<file path="config.mk">
export PLATFORM = sky130hd
export DESIGN_NAME = tx_link_responder
export DESIGN_NICKNAME = d
export VERILOG_FILES = /design/src/rtl/tx_link_responder.sv
export SDC_FILE = /design/constraint.sdc
export NUM_CORES = 1
export LEC_CHECK = 0
export CORE_MARGIN = 10
export CORE_UTILIZATION = 47
export DETAILED_ROUTE_END_ITERATION = 8
export PLACE_DENSITY_LB_ADDON = 0.15
export REMOVE_ABC_BUFFERS = 1
export SLEW_MARGIN = 20
export SYNTH_ARGS = -nofsm -noshare
export SYNTH_HDL_FRONTEND = slang
export SYNTH_SLANG_ARGS = --single-unit
</file>
<file path="constraint.sdc">
create_clock -name clk -period 1.8 [get_ports clk]
set_input_delay 0.27 -clock clk [delete_from_list [all_inputs] [get_ports clk]]
set_output_delay 0.27 -clock clk [all_outputs]
set_load 0.02 [all_outputs]
</file>
<file path="src/rtl/tx_link_responder.sv">
// ---------------------------------------------------------------------------
// tx_link_responder
//
// Memory-side end of the CPU serial transaction link. Commands arrive on
// tx_pins as NSHIFT-bit symbols, LSB first: a start symbol, a command
// symbol {write, wide}, ADDR_BITS/NSHIFT address symbols and, for writes,
// 4 or 8 data symbols. One access is then issued on a valid/ready memory
// port. Reads are answered on rx_pins after REPLY_DELAY idle cycles with a
// start symbol (2'b01) followed by 8 data symbols.
//
// Ports:
//   clk        clock
//   rst_n      asynchronous active-low reset
//   tx_pins    link symbols from the CPU
//   rx_pins    reply symbols to the CPU (0 except while replying)
//   mem_valid  memory request valid, held until mem_ready
//   mem_write  1 = write, 0 = read
//   mem_wide   1 = 16-bit access, 0 = 8-bit
//   mem_addr   byte address
//   mem_wdata  write data, upper byte 0 for 8-bit writes
//   mem_ready  memory accept/complete, only looked at while mem_valid = 1
//   mem_rdata  read data, valid in the mem_ready cycle
//   busy       transaction in progress (state != IDLE)
//   proto_err  sticky: CPU drove a non-zero symbol while it should be quiet
// ---------------------------------------------------------------------------
module tx_link_responder #(
  parameter int NSHIFT      = 2,
  parameter int REG_BITS    = 8,
  parameter int ADDR_BITS   = 16,
  parameter int REPLY_DELAY = 1
) (
  input  logic                  clk,
  input  logic                  rst_n,
  input  logic [NSHIFT-1:0]     tx_pins,
  output logic [NSHIFT-1:0]     rx_pins,
  output logic                  mem_valid,
  output logic                  mem_write,
  output logic                  mem_wide,
  output logic [ADDR_BITS-1:0]  mem_addr,
  output logic [2*REG_BITS-1:0] mem_wdata,
  input  logic                  mem_ready,
  input  logic [2*REG_BITS-1:0] mem_rdata,
  output logic                  busy,
  output logic                  proto_err
);

  localparam int DW    = 2 * REG_BITS;
  localparam int CNT_W = 8;

  // Terminal counts (counter runs 0..N-1 within a phase)
  localparam logic [CNT_W-1:0] ADDR_LAST        = CNT_W'(ADDR_BITS / NSHIFT - 1);
  localparam logic [CNT_W-1:0] DATA_LAST_WIDE   = CNT_W'(DW / NSHIFT - 1);
  localparam logic [CNT_W-1:0] DATA_LAST_NARROW = CNT_W'(REG_BITS / NSHIFT - 1);
  localparam logic [CNT_W-1:0] REPLY_LAST       = CNT_W'(DW / NSHIFT - 1);
  localparam logic [CNT_W-1:0] DELAY_LAST       =
    CNT_W'((REPLY_DELAY > 0) ? REPLY_DELAY - 1 : 0);
  localparam logic [CNT_W-1:0] CNT_ONE          = CNT_W'(1);

  localparam logic [NSHIFT-1:0] SYM_ZERO  = '0;
  localparam logic [NSHIFT-1:0] SYM_START = NSHIFT'(1);

  localparam logic [2:0] IDLE   = 3'd0;
  localparam logic [2:0] CMD    = 3'd1;
  localparam logic [2:0] ADDR   = 3'd2;
  localparam logic [2:0] DATA   = 3'd3;
  localparam logic [2:0] MEM    = 3'd4;
  localparam logic [2:0] DELAY  = 3'd5;
  localparam logic [2:0] RSTART = 3'd6;
  localparam logic [2:0] RDATA  = 3'd7;

  logic [2:0]           state_reg,     state_next;
  logic [CNT_W-1:0]     cnt_reg,       cnt_next;
  logic [NSHIFT-1:0]    rx_pins_reg,   rx_pins_next;
  logic                 mem_valid_reg, mem_valid_next;
  logic                 mem_write_reg, mem_write_next;
  logic                 mem_wide_reg,  mem_wide_next;
  logic [ADDR_BITS-1:0] mem_addr_reg,  mem_addr_next;
  logic [DW-1:0]        mem_wdata_reg, mem_wdata_next;
  logic [DW-1:0]        rdata_reg,     rdata_next;
  logic                 busy_reg;
  logic                 proto_err_reg, proto_err_next;

  // Read data as captured: an 8-bit read is zero-extended from the low byte.
  logic [DW-1:0] rdata_ext;

  genvar gi;
  generate
    for (gi = 0; gi < DW; gi++) begin : g_rdata_ext
      if (gi < REG_BITS) begin : g_low
        assign rdata_ext[gi] = mem_rdata[gi];
      end else begin : g_high
        assign rdata_ext[gi] = mem_wide_reg & mem_rdata[gi];
      end
    end
  endgenerate

  // CPU must keep its link quiet from the memory access until the reply ends.
  logic quiet_state;
  assign quiet_state = (state_reg == MEM) || (state_reg == DELAY) ||
                       (state_reg == RSTART) || (state_reg == RDATA);

  always_comb begin
    state_next     = state_reg;
    cnt_next       = cnt_reg;
    rx_pins_next   = SYM_ZERO;
    mem_valid_next = mem_valid_reg;
    mem_write_next = mem_write_reg;
    mem_wide_next  = mem_wide_reg;
    mem_addr_next  = mem_addr_reg;
    mem_wdata_next = mem_wdata_reg;
    rdata_next     = rdata_reg;
    proto_err_next = proto_err_reg | (quiet_state && (tx_pins != SYM_ZERO));

    case (state_reg)
      IDLE: begin
        if (tx_pins[0]) begin
          state_next = CMD;
        end
      end

      CMD: begin
        mem_write_next = tx_pins[1];
        mem_wide_next  = tx_pins[0];
        // Cleared so a narrow write presents a zero upper byte.
        mem_wdata_next = '0;
        cnt_next       = '0;
        state_next     = ADDR;
      end

      ADDR: begin
        // Shift right so symbol k ends up at addr[2k+1:2k].
        mem_addr_next = {tx_pins, mem_addr_reg[ADDR_BITS-1:NSHIFT]};
        if (cnt_reg == ADDR_LAST) begin
          cnt_next = '0;
          if (mem_write_reg) begin
            state_next = DATA;
          end else begin
            state_next     = MEM;
            mem_valid_next = 1'b1;
          end
        end else begin
          cnt_next = cnt_reg + CNT_ONE;
        end
      end

      DATA: begin
        if (mem_wide_reg) begin
          mem_wdata_next = {tx_pins, mem_wdata_reg[DW-1:NSHIFT]};
        end else begin
          mem_wdata_next = {{REG_BITS{1'b0}}, tx_pins,
                            mem_wdata_reg[REG_BITS-1:NSHIFT]};
        end
        if (cnt_reg == (mem_wide_reg ? DATA_LAST_WIDE : DATA_LAST_NARROW)) begin
          cnt_next       = '0;
          state_next     = MEM;
          mem_valid_next = 1'b1;
        end else begin
          cnt_next = cnt_reg + CNT_ONE;
        end
      end

      MEM: begin
        if (mem_valid_reg && mem_ready) begin
          mem_valid_next = 1'b0;
          cnt_next       = '0;
          if (mem_write_reg) begin
            state_next = IDLE;
          end else begin
            rdata_next = rdata_ext;
            if (REPLY_DELAY == 0) begin
              state_next   = RSTART;
              rx_pins_next = SYM_START;
            end else begin
              state_next = DELAY;
            end
          end
        end
      end

      DELAY: begin
        if (cnt_reg == DELAY_LAST) begin
          cnt_next     = '0;
          state_next   = RSTART;
          rx_pins_next = SYM_START;
        end else begin
          cnt_next = cnt_reg + CNT_ONE;
        end
      end

      RSTART: begin
        rx_pins_next = rdata_reg[NSHIFT-1:0];
        rdata_next   = {{NSHIFT{1'b0}}, rdata_reg[DW-1:NSHIFT]};
        cnt_next     = '0;
        state_next   = RDATA;
      end

      RDATA: begin
        if (cnt_reg == REPLY_LAST) begin
          cnt_next   = '0;
          state_next = IDLE;
        end else begin
          rx_pins_next = rdata_reg[NSHIFT-1:0];
          rdata_next   = {{NSHIFT{1'b0}}, rdata_reg[DW-1:NSHIFT]};
          cnt_next     = cnt_reg + CNT_ONE;
        end
      end

      default: begin
        state_next = IDLE;
      end
    endcase
  end

  always_ff @(posedge clk or negedge rst_n) begin
    if (!rst_n) begin
      state_reg     <= IDLE;
      cnt_reg       <= '0;
      rx_pins_reg   <= '0;
      mem_valid_reg <= 1'b0;
      mem_write_reg <= 1'b0;
      mem_wide_reg  <= 1'b0;
      mem_addr_reg  <= '0;
      mem_wdata_reg <= '0;
      rdata_reg     <= '0;
      busy_reg      <= 1'b0;
      proto_err_reg <= 1'b0;
    end else begin
      state_reg     <= state_next;
      cnt_reg       <= cnt_next;
      rx_pins_reg   <= rx_pins_next;
      mem_valid_reg <= mem_valid_next;
      mem_write_reg <= mem_write_next;
      mem_wide_reg  <= mem_wide_next;
      mem_addr_reg  <= mem_addr_next;
      mem_wdata_reg <= mem_wdata_next;
      rdata_reg     <= rdata_next;
      busy_reg      <= (state_next != IDLE);
      proto_err_reg <= proto_err_next;
    end
  end

  assign rx_pins   = rx_pins_reg;
  assign mem_valid = mem_valid_reg;
  assign mem_write = mem_write_reg;
  assign mem_wide  = mem_wide_reg;
  assign mem_addr  = mem_addr_reg;
  assign mem_wdata = mem_wdata_reg;
  assign busy      = busy_reg;
  assign proto_err = proto_err_reg;

endmodule

</file>
# Word-level counts from Yosys, hierarchy flattened
# Index checks and enable logic that the tools add are counted.
# Widths: inputs -> output; s select.
# totals
in_bits	21
wordCells	83
ff_bits	66
# classes
eq_ne	15
bitwise_logic	9
reduce_logical	18
mux	29
add_sub_neg	1
# op_table
op	n
$mux 16	4
$pmux 16 s3	1
$pmux 8 s5	1
$mux 8	4
$pmux 16 s2	1
$mux 3	9
$pmux 3 s8	1
$eq 3x3->1 const B	4
$ne 2x2->1 const B	5
$reduce_bool 3->1	3
$add 8x1->8 const B	1
$and 1x1->1	8
$eq 8x3->1	1
$eq 8x3->1 const B	1
$logic_not 8->1	1
$eq 3x2->1 const B	2
$pmux 2 s3	1
$mux 1	5
$reduce_and 5->1	1
$reduce_bool 5->1	1
$reduce_and 4->1	1
$reduce_bool 2->1	2
$reduce_or 2->1	2
$eq 3x1->1 const B	1
other kinds (8)	11

# Depth between registers and ports, before layout
# Gate-level depths: netlist (run 1).
# depth
depth_word	6
mapped_depth	8
ltp_nobuf	7

# Least setup slack after synthesis (run 1)
# No wires, ideal clock.
# synth_timing
path_type	reg-to-reg
from	register cnt_reg[0]
to	register busy_reg, in the netlist busy
synth_period_minus_slack_ns	1.811
stages_incl_launch_ff	8
setup_ns	0.131
arrival_ns	1.680
t_required_ns	1.669
path_slack_ns	-0.011
path_cell_list	dfrtp_1 -> ha_1 -> and2_1 -> buf_6 -> a32o_1 -> a31oi_1 -> a311o_1 -> or3_1
# synth_via
elab_chain_cells	4
elab_cells_between_ends	9
classes_between	2 x eq/ne; 5 x mux; 2 x reduce/logical
# synth_lines
element	line	source
from (decl)	72	logic [CNT_W-1:0] cnt_reg, cnt_next;
from (signal assigned)	229	cnt_reg <= cnt_next;
$eq 8x3->1, or another cell as far along	133, 198	
$mux 3, on equally long branches	-	
$pmux 3 s8 (*)	114	case (state_reg)
named net state_next[1]	71	logic [2:0] state_reg, state_next;
$reduce_bool 3->1 (*)	237	busy_reg <= (state_next != IDLE);
to (signal assigned)	237	
to (decl)	80	logic busy_reg;
# Mark *: on every way through the listed nets, which the timed path passes. The rest lies on a longest branch.
# A chain may end at the register's enable or synchronous reset.

# Worst setup path in the final report (run 1)
# Same ends and word-level chain as after synthesis.

==> results of run 1 <==
worst max path at each step:
stage	cells past startpoint	slack, ns	end
detailed placement	6	-0.09	busy$_DFF_PN0_
global route	7	-0.14	busy$_DFF_PN0_
floorplan	5	-0.61	rdata_reg[0]$_DFFE_PN0P_
CTS	6	-0.03	busy$_DFF_PN0_
finish	7	-0.07	busy$_DFF_PN0_
global placement	5	-0.04	busy$_DFF_PN0_
cell families (layout without fill, tap and decap cells):
kind of cell | after synthesis | count (layout)
fa+ha+maj | 2 | 2
flops | 66 | 66
compound gates | 63 | 63
mux | 27 | 27
xor+xnor | 7 | 7
buf+inv | 21 | 121
simple gates | 102 | 102
area by class of cell:
cell class | count | area, um^2
Timing Repair Buffer | 101 | 962
Multi-Input combinational cell | 201 | 1450
Inverter | 5 | 18.8
Tap cell | 77 | 96.3
Sequential cell | 66 | 1660
Clock inverter | 5 | 56.3
Fill cell | 510 | 2020
Clock buffer | 10 | 128
metal layers:
metal | wire length, um | share of wire (%) | vias up | GRT usage, %
met5 | 0 | 0 | - | 0
met4 | 53 | 0.71 | 0 | 4.72
met3 | 402 | 5.4 | 6 | 4.90
met2 | 3670 | 49 | 60 | 23.0
met1 | 3310 | 45 | 1214 | 18.5
li1 | - | - | 1226 | -
cell usage in the layout (no fill, tap or decap), types with 3 or more instances in the layout:
cell | synthesis | final
nand2b_1 | 3 | 3
nand2_1 | 42 | 42
and3_1 | 9 | 9
buf_12 | 0 | 4
inv_1 | 4 | 3
mux2_2 | 17 | 17
o21ai_1 | 4 | 4
nand3_1 | 12 | 12
xor2_1 | 4 | 4
clkdlybuf4s50_1 | 0 | 56
clkbuf_8 | 0 | 9
dfrtp_2 | 0 | 4
a22o_1 | 8 | 8
buf_4 | 0 | 35
o21ai_0 | 19 | 18
nor2b_1 | 7 | 6
dfrtp_1 | 66 | 62
mux2i_1 | 10 | 10
a211oi_1 | 4 | 3
nor3_1 | 6 | 4
nor2_1 | 5 | 5
a21oi_2 | 0 | 3
a21oi_1 | 11 | 8
nand4_1 | 3 | 3
power by group through the flow:
| stage | sequential, mW | combinational, mW | clock [mW] |
|---|---|---|---|
| 3_5_place_dp | 1.51 | 0.0916 | 0 |
| 3_3_place_gp | 1.51 | 0.0912 | 0 |
| 5_1_grt | 1.48 | 0.100 | 1.26 |
| 6_report | 1.48 | 0.0903 | 1.17 |
| 4_1_cts | 1.48 | 0.0940 | 1.20 |
| 2_1_floorplan | 1.51 | 0.00677 | 0 |
critical path, cell delays in order (launching register included):
cell and delay (ns):
dfrtp_1 0.40, inv_2 0.04, ha_2 0.17, nor4b_4 0.13
a21oi_2 0.21, nor2b_1 0.07, a311o_1 0.34, or3_1 0.39
stage by stage:
| stage | util [%] | worst slack (ns) | total power, mW | hold slack [ns] | area, um^2 |
|---|---|---|---|---|---|
| global route | 68.4 | -0.138 | 2.85 | 0.481 | 4370 |
| detailed placement | 63.1 | -0.0906 | 1.60 | 0.310 | 4030 |
| finish | 68.4 | -0.0654 | 2.74 | 0.466 | 4370 |
| floorplan | - | -0.613 | 1.52 | -0.0256 | 3020 |
| CTS | 66.4 | -0.0297 | 2.77 | 0.472 | 4240 |
| global placement | 63.1 | -0.0356 | 1.60 | 0.311 | 4030 |
timing repair:
action / in CTS / in global routing
hold buffers: 1 / 0
resized for setup: 4 / 25
pin swaps: 1 / 12
endpoints found under the setup margin: 7 / 26
hold endpoints to repair: 66 / 0
setup buffers: 1 / 2
==> flow_summary_export.csv, run 1 <==
group,metric,value,unit
status,status,"finished, violations left",
status,violations,"negative setup slack",
logic_synthesis,synth_area_leaders,"dfrtp_1, mux2_2, nand2_1",
sta,fmax,536,MHz
clock_network,path_clk_slew,0.07,ns
logic_synthesis,synth_compound_area_share,13.5,%
min_path,worstHoldStart,"mem_wdata[1]$_DFFE_PN0P_",
setup_path,r2r_setup_slack,-0.07,ns
drt,post_drt_wl_per_cell,16.0,um
setup_path,cp_max_fo,4,
sta,post-route-period-util,104,%
sta,tns,-0.0654,ns
min_path,hold_class,"reg2reg",
logic_synthesis,synth-edff-count,0,
floorplanning,rows,29,
setup_path,r2r_start,"cnt_reg[0]$_DFFE_PN0P_",
setup_path,required,2.01,ns
clock_network,root_buffer,"clkbuf_8",
pwr,power_density,628,mW/mm^2
global_routing,grt_pass1_vias,2487,
global_routing,grt_pass1_wl,12100,um
setup_path,cp-end-kind,"flip-flop",
logic_synthesis,syn_inst,288,
clock_network,htree_levels,3,
logic_synthesis,netlist_top_cells_count,"dfrtp_1, nand2_1, o21ai_0",
drt,num_vias,2506,
cells_and_area,finish.net_count,407,
sta,layout_setup_ws,-0.0654,ns
place,dp_cells,446,
floorplanning,core_area,0.00639,mm^2
cells_and_area,drive_gt1_share,26.8,%
setup_path,critPathLaunchType,"flip-flop",
sta,hold_viol_final,0,
drt,vias_per_cell,5.39,
min_path,min_to,"mem_wdata[1]$_DFFE_PN0P_",
logic_synthesis,synth-xor-area-share,1.98,%
logic_synthesis,ys_seq_area_share,53.2,%
place,routabilityCongestion,0.990,
drt,first_pass_iters,4,
drt,drt-initial-drc-count,205,
logic_synthesis,netlist_area,0.00310,mm^2
clock_network,cts_tree,"built",
setup_path,crit_path_start,"cnt_reg[0]$_DFFE_PN0P_",
logic_synthesis,ys_ff_latch,66,
drt,wl,7450,um
global_routing,grt_max_degree,67,
pwr,power.share.clock,42.6,%
setup_path,r2r_end,"busy$_DFF_PN0_",
floorplanning,die_height,101,um
floorplanning,die_area,0.0103,mm^2
pwr,p_sw_share,21.2,%
pwr,p_leak,2.03,nW
cells_and_area,diodes,0,
global_routing,antenna_found_initial,0,
floorplanning,start_util,48.6,%
sta,rsz0062_at_grt,"yes",
pwr,net-switching-power,0.581,mW
setup_path,critPathKind,"reg2reg",
logic_synthesis,synthAdderAreaFrac,0.806,%
pwr,p_int,2.16,mW
global_routing,grt_overflow_total,0,
cells_and_area,synthToLayoutAreaGrowth,40.7,%
clock_network,clock_latency,0.33,ns
setup_path,critPathArrivalTime,2.08,ns
setup_path,r2r_cells,7,
drt,drc,0,
sta,finalCriticalPeriod,1.87,ns
sta,relSlewSlack,69.8,%
logic_synthesis,synth_mux_area_share,9.40,%
sta,skew,0.0106,ns
pwr,ir_drop,0.576,mV
place,portBuffers,59,
cells_and_area,finalNonFillerCells,465,
logic_synthesis,synth_cell_types,53,
floorplanning,die_x,101,um
clock_network,cts_max_path_buffers,2,
logic_synthesis,synthFlopType,"dfrtp_1",
sta,tightestPinTransition,0.452,ns
clock_network,cts_made_buffers,9,
logic_synthesis,yosysMostFrequentCell,"dfrtp_1",
drt,ant_nets,0,
logic_synthesis,yosys.area_share.simple,17.7,%
min_path,hold_depth,2,
sta,final-max-slew-violation-count,0,
floorplanning,ios,60,
clock_network,cts_sinks,66,
place,dp_hpwl,5280,um
flow_run,maxCapViolations,0,
logic_synthesis,syn_avg_cell_area,10.8,um^2
logic_synthesis,synth_top_family_by_area,"simple AND/OR/NAND/NOR gates",
pwr,p_seq_share,54.1,%
logic_synthesis,async_reset_ff_share,100,%
pwr,combPwrFrac,3.3,%
logic_synthesis,yosysWarnings,0,
sta,finalSetupViolations,1,
logic_synthesis,synth_top_area_share,53.2,%
global_routing,grt_usage,14.6,%
logic_synthesis,yosysTopAreaCell,"dfrtp_1",
Note: power is estimated with default switching activity, not from simulation.
==> run 2, diff against run 1 <==
GPL_TIMING_DRIVEN = 1   (was not set)
==> results of run 2 <==
Final layout, timing and power as in run 1 (identical DEF).
==> run 3, diff against run 2 <==
CORE_MARGIN = not set   (was 10)
==> flow_summary_export.csv, run 3 (synthesis gave the netlist of run 1 again) <==
group,metric,value,unit
clock_network,root_buffer,"clkbuf_8",
drt,drt-initial-drc-count,169,
clock_network,clock_latency,0.33,ns
cells_and_area,diodes,0,
setup_path,r2r_end,"busy$_DFF_PN0_",
drt,ant_nets,0,
pwr,p_leak,2.05,nW
sta,finalCriticalPeriod,1.79,ns
floorplanning,die_x,83.3,um
drt,post_drt_wl_per_cell,14.6,um
clock_network,cts_max_path_buffers,2,
sta,relSlewSlack,62.6,%
cells_and_area,utilization,68.4,%
min_path,hold_class,"in2async",
place,dp_hpwl,5050,um
setup_path,r2r_setup_slack,0.01,ns
cells_and_area,final_common_cell,"dfrtp_1",
drt,wl,6820,um
sta,tightestPinTransition,0.560,ns
setup_path,cp_slowest_cell,"dfrtp_1",
global_routing,grt_overflow_total,0,
clock_network,cts_tree,"built",
global_routing,grt_pass1_wl,11900,um
place,portBuffers,59,
cells_and_area,fin_area,0.00434,mm^2
setup_path,r2r_cells,7,
cells_and_area,finish.net_count,411,
sta,layout_setup_ws,0.0138,ns
place,dpl_cell_area,0.00408,mm^2
setup_path,required,2.01,ns
sta,post-route-period-util,99.2,%
global_routing,grt_max_degree,33,
setup_path,slowest_delay,0.39,ns
sta,final-max-slew-violation-count,0,
pwr,ir_drop,0.642,mV
floorplanning,rows,29,
floorplanning,ios,60,
sta,hold_viol_final,0,
setup_path,cp_max_fo,4,
global_routing,grt_pass1_vias,2530,
global_routing,grt_usage,21.3,%
sta,tns,0,ns
setup_path,crit_buf_inv,1,
cells_and_area,register_area,0.00165,mm^2
setup_path,critPathLaunchType,"flip-flop",
setup_path,r2r_start,"cnt_reg[0]$_DFFE_PN0P_",
setup_path,path_cells,"inv_1 -> ha_1 -> nor4b_4 -> a21oi_2 -> nor2b_1 -> a311o_1 -> or3_1",
sta,rsz0062_at_grt,"yes",
drt,drc,0,
drt,first_pass_iters,4,
cells_and_area,multi_input_area,0.00141,mm^2
setup_path,cp-end-kind,"flip-flop",
flow_run,maxCapViolations,0,
setup_path,critPathKind,"reg2reg",
cells_and_area,drive_gt1_share,24.6,%
floorplanning,core_area,0.00635,mm^2
drt,vias_per_cell,5.45,
clock_network,htree_levels,3,
clock_network,cts_sinks,66,
clock_network,cts_made_buffers,9,
drt,num_vias,2550,
sta,finalSetupViolations,0,
pwr,power_density,601,mW/mm^2
sta,skew,0.00735,ns
setup_path,cpLargestDelayFamily,"compound AO/OA/AOI/OAI gates",
cells_and_area,final_cell_mix,"dfrtp_1, clkdlybuf4s50_1, nand2_1",
status,status,"complete, no violations",
floorplanning,start_util,48.9,%
place,routabilityCongestion,0.984,
clock_network,path_clk_slew,0.07,ns
pwr,power,2.61,mW
sta,fmax,560,MHz
cells_and_area,fill_cells,510,
floorplanning,die_area,0.00693,mm^2
floorplanning,die_height,83.3,um
cells_and_area,synthToLayoutAreaGrowth,39.9,%
place,dp_slack,-0.103,ns
global_routing,antenna_found_initial,0,
setup_path,critPathArrivalTime,1.99,ns
==> run 3: routing by layer <==
layer  GRT usage [%]  up-vias  share of wire (%)
li1                -     1234                  -
met1            28.9     1242                 46
met2            34.0       65                 48
met3            5.47        9                4.3
met4            5.96        0                1.0
met5               0        -                  0
==> run 3: through the flow <==
stage / std cells / hold slack [ns]
final: 468 / 0.467
after global routing: 468 / 0.499
after CTS: 464 / 0.479
after detailed placement: 449 / 0.291
after global placement: 449 / 0.291
after floorplan: 272 / -0.0256
==> run 3: layout make-up <==
type,instances,area share [%]
clock inverter,3,0.403
sequential,66,38.1
clock buffer,11,3.26
inverter,5,0.432
multi-input combinational,201,32.4
tap,77,2.22
timing repair buffer,105,23.2
==> run 3: power by group <==
group	switching [mW]	internal, mW
Combinational	0.0428	0.0523
Sequential	0	1.48
Clock	0.513	0.517
==> run 3: worst max-delay path by stage <==
stage,depth (start not counted),slack (ns),from,endpoint
floorplan,5,-0.61,cnt_reg[0]$_DFFE_PN0P_,rdata_reg[0]$_DFFE_PN0P_
global placement,5,-0.05,mem_ready,busy$_DFF_PN0_
detailed placement,6,-0.10,cnt_reg[0]$_DFFE_PN0P_,busy$_DFF_PN0_
CTS,5,-0.01,cnt_reg[3]$_DFFE_PN0P_,busy$_DFF_PN0_
global route,7,-0.07,cnt_reg[0]$_DFFE_PN0P_,busy$_DFF_PN0_
finish,7,0.01,cnt_reg[0]$_DFFE_PN0P_,busy$_DFF_PN0_
==> run 3: what timing repair did <==
item / CTS / global route
hold buffers: 1 / 0
hold endpoints to repair: 21 / 0
resized for setup: 7 / 13
pin swaps: 0 / 9
setup endpoints to repair: 25 / 25
setup buffers: 0 / 4
==> run 3: worst register-to-register path, stage by stage, from the launching register on <==
cell and delay [ns]:
dfrtp_1 0.39, inv_1 0.06, ha_1 0.19, nor4b_4 0.13
a21oi_2 0.19, nor2b_1 0.07, a311o_1 0.33, or3_1 0.31
